==> src/rtl/tff_pkg.sv <==
// rtl/tff_pkg.sv - mode encoding shared by the T flip-flop counter and its users
package tff_pkg;

  typedef logic [1:0] tff_mode_t;

  localparam tff_mode_t MODE_HOLD = 2'b00;
  localparam tff_mode_t MODE_UP   = 2'b01;
  localparam tff_mode_t MODE_DOWN = 2'b10;
  localparam tff_mode_t MODE_LOAD = 2'b11;

endpackage

==> src/rtl/tff_cell.sv <==
// rtl/tff_cell.sv - single T flip-flop with asynchronous active-low reset to rst_val
module tff_cell (
  input  logic clk,
  input  logic rstn,
  input  logic t,
  input  logic rst_val,
  output logic q
);

  always_ff @(posedge clk or negedge rstn) begin
    if (!rstn) begin
      q <= rst_val;
    end else if (t) begin
      q <= ~q;
    end
  end

endmodule

==> src/rtl/tff_counter.sv <==
// rtl/tff_counter.sv - hold/up/down/load counter built from a bank of T cells
// with a configurable wrap value, a one-cycle wrap pulse and a sticky overflow flag
module tff_counter
  import tff_pkg::*;
#(
  parameter int          WIDTH   = 8,
  parameter int unsigned MAX_VAL = 2**WIDTH - 1,
  parameter int unsigned RST_VAL = 0
) (
  input  logic             clk,
  input  logic             rstn,
  input  logic             en,
  input  tff_mode_t        mode,
  input  logic [WIDTH-1:0] load_val,
  input  logic             clr_ovf,
  output logic [WIDTH-1:0] q,
  output logic             wrap,
  output logic             ovf
);

  if (WIDTH < 1) begin : g_bad_width
    $error("tff_counter: WIDTH must be at least 1");
  end
  if (64'(MAX_VAL) >= (64'd1 << WIDTH)) begin : g_bad_max
    $error("tff_counter: MAX_VAL does not fit in WIDTH bits");
  end
  if (RST_VAL > MAX_VAL) begin : g_bad_rst
    $error("tff_counter: RST_VAL exceeds MAX_VAL");
  end

  localparam logic [WIDTH-1:0] MAX_Q = WIDTH'(MAX_VAL);
  localparam logic [WIDTH-1:0] RST_Q = WIDTH'(RST_VAL);
  localparam logic [WIDTH-1:0] ONE_Q = WIDTH'(1);

  logic [WIDTH-1:0] nxt;
  logic [WIDTH-1:0] t;
  logic             wrap_nxt;

  always_comb begin
    nxt      = q;
    wrap_nxt = 1'b0;
    if (en) begin
      case (mode)
        MODE_UP: begin
          if (q == MAX_Q) begin
            nxt      = '0;
            wrap_nxt = 1'b1;
          end else begin
            nxt = q + ONE_Q;
          end
        end
        MODE_DOWN: begin
          if (q == '0) begin
            nxt      = MAX_Q;
            wrap_nxt = 1'b1;
          end else begin
            nxt = q - ONE_Q;
          end
        end
        MODE_LOAD: nxt = (load_val > MAX_Q) ? MAX_Q : load_val;
        default:   nxt = q;
      endcase
    end
  end

  // Only bits that differ between current and next value are toggled.
  assign t = q ^ nxt;

  for (genvar i = 0; i < WIDTH; i++) begin : g_cell
    tff_cell u_cell (
      .clk     (clk),
      .rstn    (rstn),
      .t       (t[i]),
      .rst_val (RST_Q[i]),
      .q       (q[i])
    );
  end

  always_ff @(posedge clk or negedge rstn) begin
    if (!rstn) begin
      wrap <= 1'b0;
      ovf  <= 1'b0;
    end else begin
      wrap <= wrap_nxt;
      if (wrap_nxt) begin
        ovf <= 1'b1;
      end else if (clr_ovf) begin
        ovf <= 1'b0;
      end
    end
  end

endmodule

==> config.mk <==
export PLATFORM = sky130hd
export DESIGN_NAME = tff_counter
export DESIGN_NICKNAME = d
export VERILOG_FILES = /design/src/rtl/tff_pkg.sv /design/src/rtl/tff_cell.sv /design/src/rtl/tff_counter.sv
export SDC_FILE = /design/constraint.sdc
export NUM_CORES = 1
export LEC_CHECK = 0
export CORE_AREA = 10 10 55 57
export CTS_BUF_LIST = sky130_fd_sc_hd__clkbuf_8
export CTS_CLUSTER_SIZE = 8
export DETAILED_ROUTE_END_ITERATION = 6
export DIE_AREA = 0 0 65 67
export PLACE_DENSITY = 0.88
export SYNTH_ARGS = -nofsm -noshare
export SYNTH_HDL_FRONTEND = slang
export SYNTH_SLANG_ARGS = --single-unit
export TNS_END_PERCENT = 30
==> constraint.sdc <==
create_clock -name clk -period 2.3 [get_ports clk]
set_input_delay 0.23 -clock clk [delete_from_list [all_inputs] [get_ports clk]]
set_output_delay 0.23 -clock clk [all_outputs]
set_load 0.01 [all_outputs]
==> flow_summary.toml, run 1 <==
[placed_design]
dp_slack_ps = 87.7
place.gp.congestion = 0.890
dpl.hpwl_mm = 2.03
dpl_cell_area_sq_um = 1160
placedCellCount = 153
io_buffers = 23

[floorplan]
dieArea_sq_um = 4360
num_rows = 16
core_sq_um = 1940
die_w_um = 65
pin_count = 24
initial_core_util_pct = 50.2
dieHeight_um = 67

[synth]
syn_area_sq_um = 975
ys_warn_count = 0
yosysTopAreaCellShare_pct = 25.7
synth_ff_type = "dfrtp_1"
synth_edf_count = 0
ys_ff_latch = 10
syn_inst = 116
syn_nets = 137
synth_area_leaders = "dfrtp_1 (26%), ha_1 (9.0%), buf_4 (7.7%)"
yosysSeqAreaShare_pct = 25.7
syn_area_per_cell_sq_um = 8.40
synth_cell_type_count = 46
synthArstFlopShare_pct = 100
synth_top_cell_by_area = "dfrtp_1"

[final_layout]
final_util_pct = 62.4
drive_gt1_share_pct = 11.5
final_area_sq_um = 1210
num-nets-final = 152
synthToLayoutAreaGrowth_pct = 24.4
antenna_cells = 0
stdcell_count = 157

[cts]
cts_buffers = 3
path_clk_slew_ps = 50
post_cts_buffers = 0
ctsHoldBuffers = 0
clock_latency_ps = 250
clock-sinks = 10
clock_path_buffers = 2
h-tree-depth = 1
cts_root_buf = "clkbuf_8"
cts_resized = 0
cts_tree = "done"

[timing]
fmax_mhz = 512
setup_viol = 0
finalCriticalPeriod_ps = 1950
final.setup.tns_ps = 0
rsz0062_at_grt = "false"
worst_slew_pin_slew_ps = 491
hold_violations = 0
fin_crit_sh_pct = 84.9
finalMaxSlewViolations = 0
fin_ws_ps = 347
fin_skew_ps = 3.53
slew_headroom_pct = 67.1

[detailed_routing]
routed_wl_mm = 2.57
via_count = 942
wl_per_cell_um = 16.4
firstDrtPassIters = 4
ant_nets = 0
drtIter0Drc = 50
drc = 0
via_per_inst = 6.00

[setup_path]
critPathRequiredTime_ps = 2410
crit_fanout = 4
worst_setup_path_end_kind = "flop"
crit_family = "compound AO/OA/AOI/OAI gates"
worst_path_max_delay_cell = "clkdlybuf4s50_1"
path_cells = "clkdlybuf4s50_1, inv_1, ha_1, nand2b_1, a41oi_2, nand2_2, a2111oi_1, a211oi_1"
path_class = "in -> reg"
crit_arrival_ps = 2060
slowest_delay_ps = 500
crit_buf_inv = 2
worst_setup_path_start_kind = "primary input"

[min_path]
hold_class = "in -> async"

[global_routing]
grt_max_degree = 13
grt-ovfl-total = 0
grt_pass1_wl_mm = 4.18
grt_pass1_vias = 956
track_usage_pct = 12.0
antenna_found_initial = 0

[flow_run]
maxCapViolCount = 0

[status]
status = "completed"

[power]
peakVddDrop_mv = 0.609
power.density_nw_per_um2 = 657
p_leak_nw = 0.511
[metal layers]
| metal | vias up | wire (um) | track usage [%] |
|---|---|---|---|
| met1 | 440 | 990 | 12.4 |
| met4 | 0 | 39 | 7.22 |
| met5 | - | 0 | 0 |
| met3 | 7 | 206 | 2.34 |
| met2 | 52 | 1330 | 21.9 |
| li1 | 443 | - | - |
[area by class of cell]
| cell class | count | area, sq um |
|---|---|---|
| clock buffers | 4 | 55.1 |
| fillers | 181 | 729 |
| inverters | 9 | 33.8 |
| multi-input cells | 82 | 594 |
| flip-flops and latches | 10 | 250 |
| well taps | 27 | 33.8 |
| repair buffers | 25 | 245 |
[stage by stage]
step	total power (W)	hold slack [ps]
floorplan	0.000479	-65.6
global placement	0.000546	461
detailed placement	0.000561	471
CTS	0.000792	337
global route	0.000833	355
finish	0.000797	317
[worst paths after layout]
path,startpoint,end,slack (ps),depth (start not counted)
max in group asynchronous,rstn,g_cell[7].u_cell.q$_DFFE_PN0P_,1650,1
worst min register to register,ovf$_DFFE_PN0P_,ovf$_DFFE_PN0P_,480,1
worst max-delay path,mode[0],g_cell[6].u_cell.q$_DFFE_PN0P_,350,8
worst max register to register,g_cell[0].u_cell.q$_DFFE_PN0P_,g_cell[6].u_cell.q$_DFFE_PN0P_,380,6
worst min-delay path,rstn,g_cell[5].u_cell.q$_DFFE_PN0P_,320,1
min in group clk,ovf$_DFFE_PN0P_,ovf$_DFFE_PN0P_,480,1
[report_power, final]
group / switching [W] / internal [W]
sequential: 0.0000731 / 0.000203
combinational: 0.000140 / 0.000147
clock: 0.0000818 / 0.000151
[sequential cells by signal (all words and copies together), names as in the netlist]
name and count:
g_cell.u_cell.q 8, wrap 1, ovf 1
[placed cells by master (no fill, tap or decap), types with 4 or more instances in the layout]
master	count
a31oi_1	4
clkbuf_8	4
clkdlybuf4s50_1	23
dfrtp_1	10
ha_1	7
inv_1	9
nand2_1	15
nor2_1	6
o21ai_1	5
[cells in the mapped netlist (all sizes together) (2+ instances only)]
| master | count |
|---|---|
| a41oi | 3 |
| clkbuf | 3 |
| nor4 | 2 |
| nor2 | 6 |
| ha | 7 |
| nand2 | 16 |
| and3 | 2 |
| inv | 9 |
| a221oi | 3 |
| o21ai | 5 |
| o21a | 2 |
| a31oi | 4 |
| a21oi | 4 |
| dfrtp | 10 |
| nand4 | 2 |
| nand3 | 3 |
| buf | 12 |
| a22oi | 2 |
[logic make-up after synthesis]
kind of cell    synth area share (%)
flops                           25.7
mux                             1.03
compound gates                  28.8
xor+xnor                        1.80
simple gates                    20.4
buf+inv                         13.3
fa+ha+maj                       8.99
[worst register-to-register path: cells and delay by family (launching register included)]
kind | cells | cell delay, ps
AND/OR/NAND/NOR | 1 | 100
flip-flops | 1 | 510
AO/OA/AOI/OAI | 3 | 750
adder cells (fa/ha/maj) | 1 | 280
buffers and inverters | 1 | 150
(Power assumes the default switching activity.)
==> run 2, diff against run 1 <==
==> constraint.sdc (replaced) <==
create_clock -name clk -period 2 [get_ports clk]
set_input_delay 0.2 -clock clk [delete_from_list [all_inputs] [get_ports clk]]
set_output_delay 0.2 -clock clk [all_outputs]
set_load 0.01 [all_outputs]
==> flow_summary.toml, run 2 (synthesis results as in run 1) <==
[floorplan]
dieHeight_um = 67
num_rows = 16
dieArea_sq_um = 4360
core_sq_um = 1940
pin_count = 24
die_w_um = 65
initial_core_util_pct = 50.2

[detailed_routing]
via_per_inst = 5.77
ant_nets = 0
wl_per_cell_um = 15.3
firstDrtPassIters = 5
drt-met1-wl_mm = 1.13
routed-wl-met3_um = 134
drc = 0
routed-wl-met2_mm = 1.21
drtIter0Drc = 37
routed_wl_mm = 2.51
maxUsedRoutingLayer = "met4"
via_count = 947

[global_routing]
grt_pass1_vias = 949
grt_pass1_wl_mm = 4.17
grt-ovfl-total = 0
antenna_found_initial = 0
grt_max_degree = 11
track_usage_pct = 11.9

[timing]
fin_crit_sh_pct = 88.8
slew_headroom_pct = 66.2
fmax_mhz = 563
finalCriticalPeriod_ps = 1780
final.setup.tns_ps = 0
setup_viol = 0
hold_violations = 0
rsz0062_at_grt = "false"
worst_slew_pin_slew_ps = 506
finalMaxSlewViolations = 0
fin_skew_ps = 5.81

[power]
power.density_nw_per_um2 = 740
p_leak_nw = 0.545
peakVddDrop_mv = 0.439

[final_layout]
largest_reg_flops = 8
layout_commonest_cell = "clkdlybuf4s50_1"
antenna_cells = 0
final_area_sq_um = 1260
drive_gt1_share_pct = 16.1
mostFrequentLayoutCells = "clkdlybuf4s50_1 (23), nand2_1 (15), dfrtp_1 (10), inv_1 (9), buf_4 (9)"
num-nets-final = 159
top_register = "g_cell.u_cell.q"
synthToLayoutAreaGrowth_pct = 29.8
top_regs = "g_cell.u_cell.q x8, ovf x1, wrap x1"
fillers = 160
stdcell_count = 164

[cts]
h-tree-depth = 1
cts_resized = 0
ctsHoldBuffers = 0
post_cts_buffers = 0
cts_tree = "done"
clock-sinks = 10
cts_root_buf = "clkbuf_8"
clock_path_buffers = 2
cts_buffers = 3
clock_latency_ps = 240
path_clk_slew_ps = 60

[setup_path]
worst_setup_path_end_kind = "flop"
crit_fanout = 5
reg2reg_depth = 7
worst_setup_path_start_kind = "flop"
critPathRequiredTime_ps = 2120
regToRegSetupSlack_ps = 220
path_class = "reg -> reg"
crit_arrival_ps = 1900

[placed_design]
place.gp.congestion = 0.897
io_buffers = 23
dpl.hpwl_mm = 1.95
placedCellCount = 160
dpl_cell_area_sq_um = 1210

[flow_run]
maxCapViolCount = 0

[min_path]
hold_class = "in -> async"

[status]
status = "completed"
[run 2: cell count changes in the layout (fill, tap and decap cells not counted)]
cell,before,now
buf_4,2,9
[run 2: worst paths after layout]
| check | from | end |
|---|---|---|
| worst max-delay path | g_cell[0].u_cell.q$_DFFE_PN0P_ | g_cell[4].u_cell.q$_DFFE_PN0P_ |
| worst min-delay path | rstn | g_cell[4].u_cell.q$_DFFE_PN0P_ |
| worst max register to register | g_cell[0].u_cell.q$_DFFE_PN0P_ | g_cell[4].u_cell.q$_DFFE_PN0P_ |
| worst min register to register | ovf$_DFFE_PN0P_ | ovf$_DFFE_PN0P_ |
| max in group asynchronous | rstn | g_cell[7].u_cell.q$_DFFE_PN0P_ |
| min in group clk | ovf$_DFFE_PN0P_ | ovf$_DFFE_PN0P_ |
[run 2: stage by stage]
stage / util (%) / total power [W] / setup slack [ps] / hold slack, ps
6_report: 65.1 / 0.000936 / 223 / 296
2_1_floorplan: - / 0.000551 / 351 / -95.6
3_3_place_gp: 62.3 / 0.000655 / 47.2 / 461
4_1_cts: 65.1 / 0.000936 / 224 / 314
3_5_place_dp: 62.3 / 0.000672 / 2.31 / 469
5_1_grt: 65.1 / 0.000985 / 44.7 / 332
[run 2: cell type report]
class	instances	area (sq um)	area share [%]
clock buffer	4	55.1	4.35
inverter	9	33.8	2.67
multi-input combinational	82	594	47.0
sequential	10	250	19.8
tap	27	33.8	2.67
timing repair buffer	32	298	23.5
[run 2: routing by layer]
| metal | global-route usage, % | up-vias |
|---|---|---|
| met5 | 0 | - |
| met4 | 5.08 | 0 |
| met3 | 2.51 | 9 |
| met2 | 21.7 | 41 |
| met1 | 13.0 | 438 |
| li1 | - | 459 |
[run 2: critical path, cell delays in order (launching register included)]
cell and delay [ps]:
dfrtp_1 430, inv_1 140, ha_1 260, nor3b_1 250, xnor2_1 100, a221oi_1 260, o21ai_1 90, a21boi_1 130
[run 2: power by group]
| part | total [W] | switching [W] | internal [W] |
|---|---|---|---|
| registers | 0.000306 | 0.0000721 | 0.000234 |
| logic | 0.000366 | 0.000177 | 0.000189 |
| clock network | 0.000264 | 0.0000903 | 0.000174 |
| total | 0.000936 | 0.000339 | 0.000597 |
==> run 3, diff against run 2 <==
--- a/config.mk
+++ b/config.mk
@@ -10,7 +10,7 @@
 export CTS_CLUSTER_SIZE = 8
 export DETAILED_ROUTE_END_ITERATION = 6
 export DIE_AREA = 0 0 65 67
-export PLACE_DENSITY = 0.88
+export PLACE_DENSITY = 0.8
 export SYNTH_ARGS = -nofsm -noshare
 export SYNTH_HDL_FRONTEND = slang
 export SYNTH_SLANG_ARGS = --single-unit
==> flow_summary.toml, run 3 (synthesis results as in run 1) <==
[global_routing]
grt_pass1_wl_mm = 4.28
grt_max_degree = 11
track_usage_pct = 12.3
grt-ovfl-total = 0
antenna_found_initial = 0
grt_pass1_vias = 929

[setup_path]
critPathRequiredTime_ps = 2130
path_class = "in -> reg"
crit_arrival_ps = 1940
crit_fanout = 5
worst_setup_path_end_kind = "flop"
worst_path_max_delay_cell = "clkdlybuf4s50_1"
crit_family = "compound AO/OA/AOI/OAI gates"
slowest_delay_ps = 480
path_cells = "clkdlybuf4s50_1, inv_1, ha_1, nand2b_1, a41o_2, a221oi_1, o21ai_1, a21boi_1"
crit_buf_inv = 2
worst_setup_path_start_kind = "primary input"

[detailed_routing]
via_count = 930
ant_nets = 0
drtIter0Drc = 24
firstDrtPassIters = 4
via_per_inst = 5.60
wl_per_cell_um = 15.1
drc = 0
routed_wl_mm = 2.51

[cts]
clock_latency_ps = 240
path_clk_slew_ps = 50
clock-sinks = 10
cts_root_buf = "clkbuf_8"
cts_buffers = 3
cts_tree = "done"
clock_path_buffers = 2
h-tree-depth = 1
ctsHoldBuffers = 0

[timing]
fin_skew_ps = 1.49
fmax_mhz = 551
finalMaxSlewViolations = 0
hold_violations = 0
slew_headroom_pct = 66.4
fin_crit_sh_pct = 90.7
worst_slew_pin_slew_ps = 502
finalCriticalPeriod_ps = 1810
setup_viol = 0
rsz0062_at_grt = "false"

[final_layout]
top_regs = "g_cell.u_cell.q x8, ovf x1, wrap x1"
top_register = "g_cell.u_cell.q"
num-nets-final = 161
mostFrequentLayoutCells = "clkdlybuf4s50_1 (23), nand2_1 (15), buf_4 (11), dfrtp_1 (10), inv_1 (9)"
synthToLayoutAreaGrowth_pct = 31.8
final_util_pct = 66.2
fillers = 174
stdcell_count = 166
antenna_cells = 0
largest_reg_flops = 8
drive_gt1_share_pct = 18.0
layout_commonest_cell = "clkdlybuf4s50_1"

[power]
p_leak_nw = 0.556
power.density_nw_per_um2 = 731
peakVddDrop_mv = 0.822
total_power_w = 0.000939

[placed_design]
io_buffers = 23
dpl.hpwl_mm = 1.98
placedCellCount = 162
place.gp.congestion = 0.908

[floorplan]
dieArea_sq_um = 4360
initial_core_util_pct = 50.2
die_w_um = 65
core_sq_um = 1940
num_rows = 16
pin_count = 24
dieHeight_um = 67

[flow_run]
maxCapViolCount = 0

[min_path]
hold_class = "in -> async"

[status]
status = "completed"
[run 3: cell types whose count changed in the layout (fill, tap and decap cells not counted)]
cell | previous run | this run
buf_4 | 9 | 11
nor3b_1 | 1 | 0
nor3b_2 | 0 | 1
[run 3: layout make-up]
| type | instances | area, sq um | share of cell area [%] |
|---|---|---|---|
| repair buffers | 34 | 313 | 24.3 |
| flip-flops and latches | 10 | 250 | 19.5 |
| clock buffers | 4 | 55.1 | 4.28 |
| inverters | 9 | 33.8 | 2.63 |
| well taps | 27 | 33.8 | 2.63 |
| multi-input cells | 82 | 599 | 46.6 |
[run 3: final timing paths]
path | start | end | slack [ps] | depth (start not counted)
setup / recovery | mode[0] | g_cell[4].u_cell.q$_DFFE_PN0P_ | 190 | 8
hold reg to reg | ovf$_DFFE_PN0P_ | ovf$_DFFE_PN0P_ | 480 | 1
setup reg to reg | g_cell[2].u_cell.q$_DFFE_PN0P_ | g_cell[0].u_cell.q$_DFFE_PN0P_ | 200 | 5
hold / removal | rstn | g_cell[5].u_cell.q$_DFFE_PN0P_ | 290 | 1
max in group asynchronous | rstn | ovf$_DFFE_PN0P_ | 1370 | 1
min in group clk | ovf$_DFFE_PN0P_ | ovf$_DFFE_PN0P_ | 480 | 1
[run 3: layer usage]
metal  up-vias  wire length, um  track usage [%]
met3         4              170             6.02
met2        23             1210             21.3
met5         -                0                0
met4         0               22             2.41
li1        461                -                -
met1       442             1110             13.2
[run 3: repair_timing]
action                                  in CTS  in global routing
setup buffers                                0                  0
endpoints found under the setup margin       0                  1
gates resized for setup                      0                  1
[run 3: where the power goes]
group	leakage, nW	total (W)	switching, W	internal [W]
Combinational	0.404	0.000380	0.000184	0.000196
Sequential	0.123	0.000297	0.0000630	0.000234
Clock	0.0288	0.000262	0.0000886	0.000174
[run 3: stage by stage]
step	area, sq um	setup WS [ps]	TNS, ps	hold WS, ps
CTS	1280	221	0	309
detailed placement	1220	-21.3	-27.8	472
global placement	1220	-6.74	-6.74	465
global route	1280	27.7	0	327
floorplan	975	351	0	-95.6
finish	1280	186	0	293
